===== src/rtl/key_serial_loader.sv =====
// key_serial_loader
// Receives a key as a serial bit stream (LSB first) under a valid/ready
// handshake, optionally checks a trailing even-parity bit, and commits the
// key atomically to a registered parallel bus that drives keyIn_0_*.
module key_serial_loader #(
  parameter int unsigned KEY_WIDTH = 16,
  parameter bit          PARITY_EN = 1'b1
) (
  input  logic                 clk,
  input  logic                 rst,
  input  logic                 start,
  input  logic                 ser_valid,
  input  logic                 ser_data,
  output logic                 ser_ready,
  output logic [KEY_WIDTH-1:0] key_out,
  output logic                 key_loaded,
  output logic                 load_err,
  output logic                 busy
);

  localparam int unsigned CNT_W = $clog2(KEY_WIDTH + 1);

  typedef enum logic [2:0] {
    S_IDLE,
    S_SHIFT,
    S_PAR,
    S_COMMIT,
    S_ERR
  } state_t;

  state_t                 state_q,  state_d;
  logic [CNT_W-1:0]       cnt_q,    cnt_d;
  logic [KEY_WIDTH-1:0]   shadow_q, shadow_d;
  logic [KEY_WIDTH-1:0]   key_q,    key_d;
  logic                   loaded_q, loaded_d;
  logic                   err_q,    err_d;
  logic                   ready_q,  ready_d;
  logic                   busy_q,   busy_d;

  logic xfer;
  logic last_bit;
  logic parity_ok;

  assign xfer      = ser_valid && ready_q;
  assign last_bit  = (cnt_q == CNT_W'(KEY_WIDTH - 1));
  assign parity_ok = ~((^shadow_q) ^ ser_data);

  assign ser_ready  = ready_q;
  assign key_out    = key_q;
  assign key_loaded = loaded_q;
  assign load_err   = err_q;
  assign busy       = busy_q;

  // State and datapath registers; reset clears everything including the committed key.
  always_ff @(posedge clk) begin
    if (rst) begin
      state_q  <= S_IDLE;
      cnt_q    <= '0;
      shadow_q <= '0;
      key_q    <= '0;
      loaded_q <= 1'b0;
      err_q    <= 1'b0;
      ready_q  <= 1'b0;
      busy_q   <= 1'b0;
    end else begin
      state_q  <= state_d;
      cnt_q    <= cnt_d;
      shadow_q <= shadow_d;
      key_q    <= key_d;
      loaded_q <= loaded_d;
      err_q    <= err_d;
      ready_q  <= ready_d;
      busy_q   <= busy_d;
    end
  end

  // Next-state and datapath updates; key_q changes only in COMMIT.
  always_comb begin
    state_d  = state_q;
    cnt_d    = cnt_q;
    shadow_d = shadow_q;
    key_d    = key_q;
    loaded_d = loaded_q;
    err_d    = err_q;

    case (state_q)
      S_IDLE: begin
        if (start) begin
          state_d  = S_SHIFT;
          cnt_d    = '0;
          shadow_d = '0;
          err_d    = 1'b0;
        end
      end

      S_SHIFT: begin
        if (xfer) begin
          for (int unsigned i = 0; i < KEY_WIDTH; i++) begin
            if (cnt_q == CNT_W'(i)) begin
              shadow_d[i] = ser_data;
            end
          end
          cnt_d = cnt_q + CNT_W'(1);
          if (last_bit) begin
            state_d = PARITY_EN ? S_PAR : S_COMMIT;
          end
        end
      end

      S_PAR: begin
        if (xfer) begin
          state_d = parity_ok ? S_COMMIT : S_ERR;
        end
      end

      S_COMMIT: begin
        key_d    = shadow_q;
        loaded_d = 1'b1;
        state_d  = S_IDLE;
      end

      S_ERR: begin
        err_d   = 1'b1;
        state_d = S_IDLE;
      end

      default: begin
        state_d = S_IDLE;
      end
    endcase
  end

  // Handshake and status flags registered from state.
  // ser_ready tracks the upcoming state so it is high for the first bit after start;
  // busy lags state by one edge so it falls two edges after the final transfer.
  always_comb begin
    ready_d = (state_d == S_SHIFT) || (state_d == S_PAR);
    busy_d  = (state_q != S_IDLE);
  end

endmodule


===== config.mk =====
export PLATFORM = sky130hd
export DESIGN_NAME = key_serial_loader
export DESIGN_NICKNAME = d
export VERILOG_FILES = /design/src/rtl/key_serial_loader.sv
export SDC_FILE = /design/constraint.sdc
export NUM_CORES = 1
export LEC_CHECK = 0
export ABC_AREA = 1
export BUFFER_PORTS_ARGS = -buffer_cell sky130_fd_sc_hd__buf_2
export CAP_MARGIN = 30
export CORE_MARGIN = 2
export CORE_UTILIZATION = 45
export DETAILED_ROUTE_END_ITERATION = 16
export GPL_ROUTABILITY_DRIVEN = 0
export GPL_TIMING_DRIVEN = 1
export PLACE_DENSITY_LB_ADDON = 0.25
export RECOVER_POWER = 100
export SYNTH_ARGS = -nofsm -noshare
export SYNTH_HDL_FRONTEND = slang
export SYNTH_SLANG_ARGS = --single-unit

===== constraint.sdc =====
create_clock -name clk -period 2.2 [get_ports clk]
set_clock_uncertainty 0.2 [all_clocks]
set_input_delay 0.33 -clock clk [delete_from_list [all_inputs] [get_ports clk]]
set_output_delay 0.33 -clock clk [all_outputs]
set_load 0.05 [all_outputs]

==> impl_results.md, run 1 <==
- Clk buf depth: 2
- Reg2Reg Setup Slack: 0.26 ns
- Htree depth: 2
- Max-cap violations: 0
- Final WS setup: ~0.26 ns
- Yosys cell types: 28
- Top_reg_cell synth: dfxtp_1
- Fin crit share: 0.880
- Largest net degree at the start of global routing: 21
- Synth area leader: dfxtp_1
- Post-synthesis cell area: 2250 um2
- I/O pin cnt: 25
- Worst Setup End Kind: flip-flop
- Post-Route Setup TNS: 0 ns
- Die span in y: 74.6 um
- Post-synth net total: 338
- Final Util: 0.531
- Iter 0 DRT Violations: ~110
- WL per Instance: 11.5 um
- Register area share after synthesis: 0.392
- RSZ-0062 raised after global routing: false
- Syn avg cell area: 6.85 um2
- CP Class: flip-flop to flip-flop
- Status: complete, no violations
- Post-CTS repair timing setup buffer count: 0
- Share of the synthesized area in the top cell type: 0.392
- Slew Limit Fails: 0
- Post-DP HPWL: 3570 um
- EDFF count, synth: 0
- Core area: 4750 um2
- Number of global-route vias before repair: 1855
- Avg Vias per Cell: ~5
- Worst setup SP type: flip-flop
- Resized cells post-CTS: 0
- Diode count: 0
- Area grow syn2layout: 12.5%
- Post-synthesis async set-or-reset flop share: 0
- Max Freq: 517 MHz
- TritonRoute pass-1 iters: 4
- Worst EP required: 2.24 ns
- Static leakage: 1.10 nW
- TritonCTS clock tree: done
- Data arrival, critical path: 1.97 ns
- Filler cells: 508
- Worst min-delay path class: input pin to flip-flop
- First-pass GRT wire length: between 8000 and 9000 um
- Yosys warnings: 0
- Root Driver: clkbuf_8
- Crit path to: shadow_q[15]
- Worst-path maximum fanout: 12
- DRC viols: 0
- Synth Instances: 328
- PortBufs: 24
- Total CTS buffers: 5
- Final-report setup violation count: 0
- DIE WIDTH: 74.6 um
- Grt ovf: 0
- Total GRT Usage: 0.190
- Share of post-route cells with drive strength above 1: 0.0812
- Tot Pwr: 0.00163 W
- Initial core utilization: 0.472
- RR Endpoint: shadow_q[15]
- Clk Latency, worst-skew pair: 0.30 ns
- Min Tclk post-route: approximately 1.9 ns
- Hold Slack: 0.193 ns
- PwrDens: between 600 and 700 nW/um2
- Synth Register Bits: 44
- DIE AREA: 5570 um2
- Worst VDD drop: 0.371 mV
- Final hold violation count: 0
- Initial antenna violation count: 0
- Critical path origin: state_q[0]
- Synth area leaders: dfxtp_1 (39%), nand2_1 (15%), a21oi_1 (6.7%)
- Clock sinks: 44
- Least-Margin Pin Slew: 0.623 ns
- Worst slew margin: 0.587
- Pre-CTS WS: about 0.39 ns
- Row count: 25
- DR vias: 2116
- Clock-pin slew on the worst setup and hold paths: roughly 0.090 ns
- CTS Hold Buffers Added: 0
- Antenna viol nets, final: 0
- Post-layout net count: 366
- Worst reg-to-reg path cell count: 9
- Total routed wirelength: 4860 um
- Worst R2R Start: state_q[0]
## stage by stage
| stage | instance area, um2 | cells |
|---|---|---|
| final | 2530 | 424 |
| after global routing | 2530 | 424 |
| after CTS | 2560 | 424 |
| after detailed placement | 2450 | 416 |
| after global placement | 2450 | 416 |
| after floorplan | 2250 | 328 |
## placed cells by master (no fill, tap or decap), types with 3 or more instances in the layout
cell / instances
nand2_1: 91
dfxtp_1: 44
nor2_1: 37
inv_1: 35
a21oi_1: 30
o21ai_0: 29
clkbuf_1: 20
nand3_1: 19
a211oi_1: 8
ha_1: 5
clkbuf_8: 5
nand2_2: 4
buf_2: 4
nor3_1: 3
buf_4: 3
## kinds of logic (layout without fill, tap and decap cells)
kind of cell               count (synthesis)  in the layout  share of synthesized area
AOI/OAI and AO/OA                         70             70                      0.170
xor gates and xnor gates                   4              4                     0.0156
adders and majority gates                  5              5                     0.0279
buffers and inverters                     43             72                     0.0752
DFF                                       44             44                      0.392
and+or+nand+nor                          162            162                      0.319
## cells in the mapped netlist, types with 2 or more instances
cell type	n
nor3_1	3
o21ai_0	27
nand3_1	19
nand2_2	6
inv_1	33
nor2_1	36
a21oi_1	30
dfxtp_1	44
ha_1	5
clkbuf_1	6
nand2_1	89
inv_2	3
xnor2_1	2
xor2_1	2
nor2_2	2
a211oi_1	8
o21ai_1	2
## final cells by class
| cell class | instances | area [um2] | share of cell area |
|---|---|---|---|
| clock buffer | 5 | 68.8 | 0.0272 |
| clock inverter | 3 | 47.5 | 0.0188 |
| inverter | 36 | 135 | 0.0535 |
| multi-input combinational | 241 | 1180 | 0.469 |
| sequential | 44 | 881 | 0.349 |
| tap | 67 | 83.8 | 0.0332 |
| timing repair buffer | 28 | 125 | 0.0495 |
## where the power goes
group | internal [W] | switching (W)
registers | 0.000809 | 0.0000124
clock network | 0.000342 | 0.000292
logic | 0.0000518 | 0.000119
## registers in the layout, indices dropped and copies added, names as in the netlist
name and count:
busy 1, cnt_q 5, key_loaded 1, key_out 16
load_err 1, ser_ready 1, shadow_q 16, state_q 3
## routing by layer
metal	global-route usage	vias up	part of all wire
li1	-	1113	-
met1	0.268	941	0.50
met2	0.302	58	0.45
met3	0.0361	4	0.044
met4	0.0476	0	0.0051
met5	0	-	0
## worst max-delay path, stage by stage, from the launching register on
cell and delay [ns]:
dfxtp_1 0.34, inv_1 0.14, nand2_2 0.06, nor2_1 0.33, nand2_4 0.08, nand3_4 0.19
inv_1 0.11, o21ai_0 0.16, o21ai_0 0.12, a21oi_1 0.14
## how the worst min path moves through the flow
stage | start | to | cells past startpoint
after floorplan | rst | shadow_q[11] | 1
after global placement | key_loaded | key_loaded | 2
after detailed placement | key_loaded | key_loaded | 2
after CTS | rst | key_loaded | 2
after global routing | rst | key_loaded | 2
final | rst | key_loaded | 2
Note: power is estimated with default switching activity, not from simulation.
==> inputs of run 2 (changes only) <==
BUFFER_PORTS_ARGS = unset   (was -buffer_cell sky130_fd_sc_hd__buf_2)
DONT_BUFFER_PORTS = 1   (was unset)
MAX_ROUTING_LAYER = met4   (was unset)
clock period = 1.8 ns   (was 2.2 ns; I/O delays follow)
==> run 2 against run 1 <==
Worst hold slack worse by 0.16 ns. Largest power group unchanged. Die area unchanged. Critical path depth is 1 higher. Routed wire length up 3.4%. Sequential cell count is the same. Sequential power rose by 23%. Cell area grew 0.69%. Register-to-register slack worse by 0.17 ns.
==> impl_results.md, run 2 (synthesis results as in run 1) <==
- Status: complete, no violations
- PwrDens: ~800 nW/um2
- Core area: 4750 um2
- Clk Latency, worst-skew pair: 0.30 ns
- I/O pin cnt: 25
- Worst EP required: 1.82 ns
- Final WS setup: 0.0967 ns
- Placed insts: 401
- DIE WIDTH: 74.6 um
- DIE AREA: around 5600 um2
- Worst min-delay path class: input pin to flip-flop
- Pre-CTS WS: roughly 0.067 ns
- Total CTS buffers: 5
- DRC viols: 0
- Avg Vias per Cell: 4.98
- Final hold violation count: 0
- Iter 0 DRT Violations: 90
- Tot Pwr: 0.00201 W
- Reg2Reg Setup Slack: 0.1 ns
- Most frequent cells in the layout: nand2_1 (88), nor2_1 (35), inv_1 (33)
- Max Freq: 587 MHz
- Total routed wirelength: between 5000 and 6000 um
- Clock-pin slew on the worst setup and hold paths: 0.09 ns
- Final-report setup violation count: 0
- Antenna viol nets, final: 0
- Least-Margin Pin Slew: roughly 0.63 ns
- Post-DP HPWL: between 3000 and 4000 um
- TritonCTS clock tree: done
- Min Tclk post-route: 1.70 ns
- Largest net degree at the start of global routing: 22
- Area grow syn2layout: 13.3%
- Finished Layout Cells: 411
- TritonRoute pass-1 iters: 4
- Hold Slack: about 0.031 ns
- First-pass GRT wire length: 8230 um
- Post-Layout Inst Area: 2540 um2
- WL per Instance: 12.2 um
- Worst slew margin: 0.581
- Initial core utilization: 0.472
- Htree depth: 2
- Root Driver: clkbuf_8
- Worst Setup End Kind: flip-flop
- Clock sinks: 44
- Worst VDD drop: just over 0.4 mV
- Initial antenna violation count: 0
- Die span in y: 74.6 um
- Grt ovf: 0
- Total GRT Usage: 0.202
- Worst setup SP type: flip-flop
- Post-Place Cell Area: about 2400 um2
- CP Class: flip-flop to flip-flop
- Worst-path maximum fanout: 8
- Data arrival, critical path: 1.73 ns
- Static leakage: about 1.1 nW
- Diode count: 0
- Max-cap violations: 0
- Post-layout net count: ~350
- Fin crit share: 0.946
- PortBufs: 0
- Share of post-route cells with drive strength above 1: 0.154
- Most common cell after layout, fill and taps aside: nand2_1
- Number of global-route vias before repair: 1791
- DR vias: 2045
- Row count: 25
- Slew Limit Fails: 0
- Clk buf depth: 2
==> run 2: area by class of cell <==
cell class / instances / area (um2)
clock buffer: 5 / 68.8
clock inverter: 3 / 42.5
fill: 509 / 2210
inverter: 36 / 135
multi-input combinational: 241 / 1210
sequential: 44 / 901
tap: 67 / 83.8
timing repair buffer: 15 / 105
==> run 2: metrics by stage <==
stage,setup TNS (ns),utilization
floorplan,0,-
global placement,0,0.506
detailed placement,0,0.506
CTS,0,0.532
global route,-0.0176,0.535
finish,0,0.535
==> run 2: power by group <==
part           switching (W)  internal (W)
sequential         0.0000196      0.000990
clock               0.000355      0.000411
combinational       0.000148     0.0000831
==> run 2: path summary, 6_finish.rpt <==
kind | start | cells past startpoint | endpoint
worst max-delay path | state_q[1] | 10 | shadow_q[9]
worst min-delay path | start | 3 | cnt_q[2]
worst max register to register | state_q[1] | 10 | shadow_q[9]
worst min register to register | shadow_q[0] | 2 | shadow_q[0]
==> run 2: repair_timing <==
action                                  4_1_cts  5_1_grt
hold endpoints to repair                     14        0
gates resized for setup                       0       21
hold buffers                                  1        0
endpoints found under the setup margin        0       13
setup buffers                                 0        1
==> run 2: critical path, stage by stage, from the launching register on <==
cell      delay (ns)
dfxtp_2         0.37
inv_2           0.06
nand2_2         0.07
nor2_2          0.05
nand2_4         0.07
nand3_4         0.15
nor2_4          0.19
nand2_2         0.09
nor2_1          0.16
a21oi_1         0.06
a211oi_1        0.15
==> run 2: routing by layer <==
layer,wire [um],GRT usage
met1,2440,0.265
met2,2360,0.318
met3,171,0.0442
met4,53,0.0536
met5,0,-
==> inputs of run 3 (changes only) <==
CTS_BUF_LIST = sky130_fd_sc_hd__clkbuf_16   (was unset)
==> run 3 against run 2 <==
Global-route usage hardly changed. Routed wire length is 0.93% lower. Sequential cell count stayed put. Via count is 1.5% lower. Cell area is 2.2% higher. Sequential share of layout area is 0.80 points lower. Worst setup slack worse by 0.00063 ns. Largest power group is now the clock network.
==> impl_results.md, run 3 (synthesis results as in run 1) <==
- Avg Vias per Cell: 4.91
- Hold Crit Depth: 3
- Number of global-route vias before repair: around 1800
- Min Tclk post-route: 1.70 ns
- Initial antenna violation count: 0
- Post-layout net count: 352
- Max Freq: 587 MHz
- Total CTS buffers: 5
- Worst setup SP type: flip-flop
- Root Driver: clkbuf_16
- Worst EP required: 1.80 ns
- Worst VDD drop: around 0.44 mV
- Hold Slack: 0.0474 ns
- Hold path start: start
- CP Class: flip-flop to flip-flop
- Most common cell after layout, fill and taps aside: nand2_1
- Final-report setup violation count: 0
- Worst Setup End Kind: flip-flop
- Core area: 4750 um2
- DIE AREA: 5570 um2
- Data arrival, critical path: 1.70 ns
- Clock-pin slew on the worst setup and hold paths: about 0.060 ns
- Row count: 25
- WL per Instance: 12.1 um
- Iter 0 DRT Violations: 110
- Filler cells: 494
- Grt ovf: 0
- Final Util: 0.547
- Total routed wirelength: ~5000 um
- TritonCTS clock tree: done
- Clk Latency, worst-skew pair: about 0.29 ns
- Max-cap violations: 0
- Final hold violation count: 0
- DRC viols: 0
- I/O pin cnt: 25
- DIE WIDTH: 74.6 um
- Tot Pwr: ~0.0023 W
- Worst slew margin: 0.590
- Static leakage: 1.13 nW
- Diode count: 0
- Antenna viol nets, final: 0
- Status: complete, no violations
- Worst reg-to-reg path cell count: 7
- First-pass GRT wire length: between 8000 and 9000 um
- RSZ-0062 raised after global routing: true
- Area grow syn2layout: 15.7%
- Worst-path maximum fanout: 4
- PwrDens: 872 nW/um2
- Total GRT Usage: 0.203
- Clk buf depth: 2
- PortBufs: 0
- RR Endpoint: state_q[0]
- Least-Margin Pin Slew: 0.618 ns
- Slew Limit Fails: 0
- Most frequent cells in the layout: nand2_1 (88), nor2_1 (35), inv_1 (33)
- Htree depth: 2
- DR vias: 2015
- Largest net degree at the start of global routing: 22
- Share of post-route cells with drive strength above 1: 0.155
- Fin crit share: 0.947
- TritonRoute pass-1 iters: 4
- Reg2Reg Setup Slack: 0.1 ns
- Worst min-delay path class: input pin to flip-flop
- Hold endpoint: cnt_q[2]
- Die span in y: 74.6 um
- Clock sinks: 44
- Worst R2R Start: cnt_q[0]
- Initial core utilization: 0.472
- Post-DP HPWL: 3660 um
run 3: metal layers:
| layer | up-vias | global-route usage | routed length [um] |
|---|---|---|---|
| li1 | 1089 | - | - |
| met1 | 889 | 0.263 | 2430 |
| met2 | 31 | 0.319 | 2290 |
| met3 | 6 | 0.0402 | 201 |
| met4 | 0 | 0.0655 | 66 |
| met5 | - | - | 0 |
run 3: how the worst max path moves through the flow:
stage               startpoint          end
floorplan            ser_ready  shadow_q[3]
global placement      cnt_q[0]   state_q[0]
detailed placement  state_q[1]  shadow_q[0]
CTS                 state_q[1]  shadow_q[0]
global route        state_q[1]  shadow_q[1]
finish                cnt_q[0]   state_q[0]
run 3: where the power goes:
group          total (W)  switching (W)  internal (W)
Sequential       0.00101      0.0000195      0.000991
Clock            0.00103       0.000381      0.000652
Combinational   0.000225       0.000145     0.0000795
run 3: final cells by class:
| class | instances | area [um2] | share of cell area |
|---|---|---|---|
| multi-input cells | 241 | 1210 | 0.465 |
| inverters | 36 | 135 | 0.0520 |
| clock buffers | 5 | 125 | 0.0481 |
| well taps | 67 | 83.8 | 0.0323 |
| clock inverters | 3 | 42.5 | 0.0164 |
| repair buffers | 14 | 105 | 0.0404 |
| flip-flops and latches | 44 | 900 | 0.346 |
run 3: critical path, stage by stage, from the launching register on:
cell	delay, ns
dfxtp_1	0.34
ha_1	0.21
inv_1	0.13
nor2_1	0.07
ha_1	0.23
a21oi_1	0.16
nand2_1	0.08
a31oi_1	0.21
run 3: per-stage QoR:
step	setup TNS (ns)	setup WS (ns)	cells	instance area, um2
floorplan	0	0.146	328	2250
global placement	0	0.105	401	2410
detailed placement	0	0.0667	401	2410
CTS	0	0.0526	410	2580
global route	-0.0117	-0.0117	410	2600
finish	0	0.0960	410	2600
run 3: timing repair:
| item | in CTS | in global routing |
|---|---|---|
| gates resized for setup | 0 | 19 |
| buffers inserted | 0 | 0 |
| setup endpoints to repair | 0 | 14 |
| hold buffers | 1 | 0 |
| endpoints found under the hold margin | 14 | 0 |
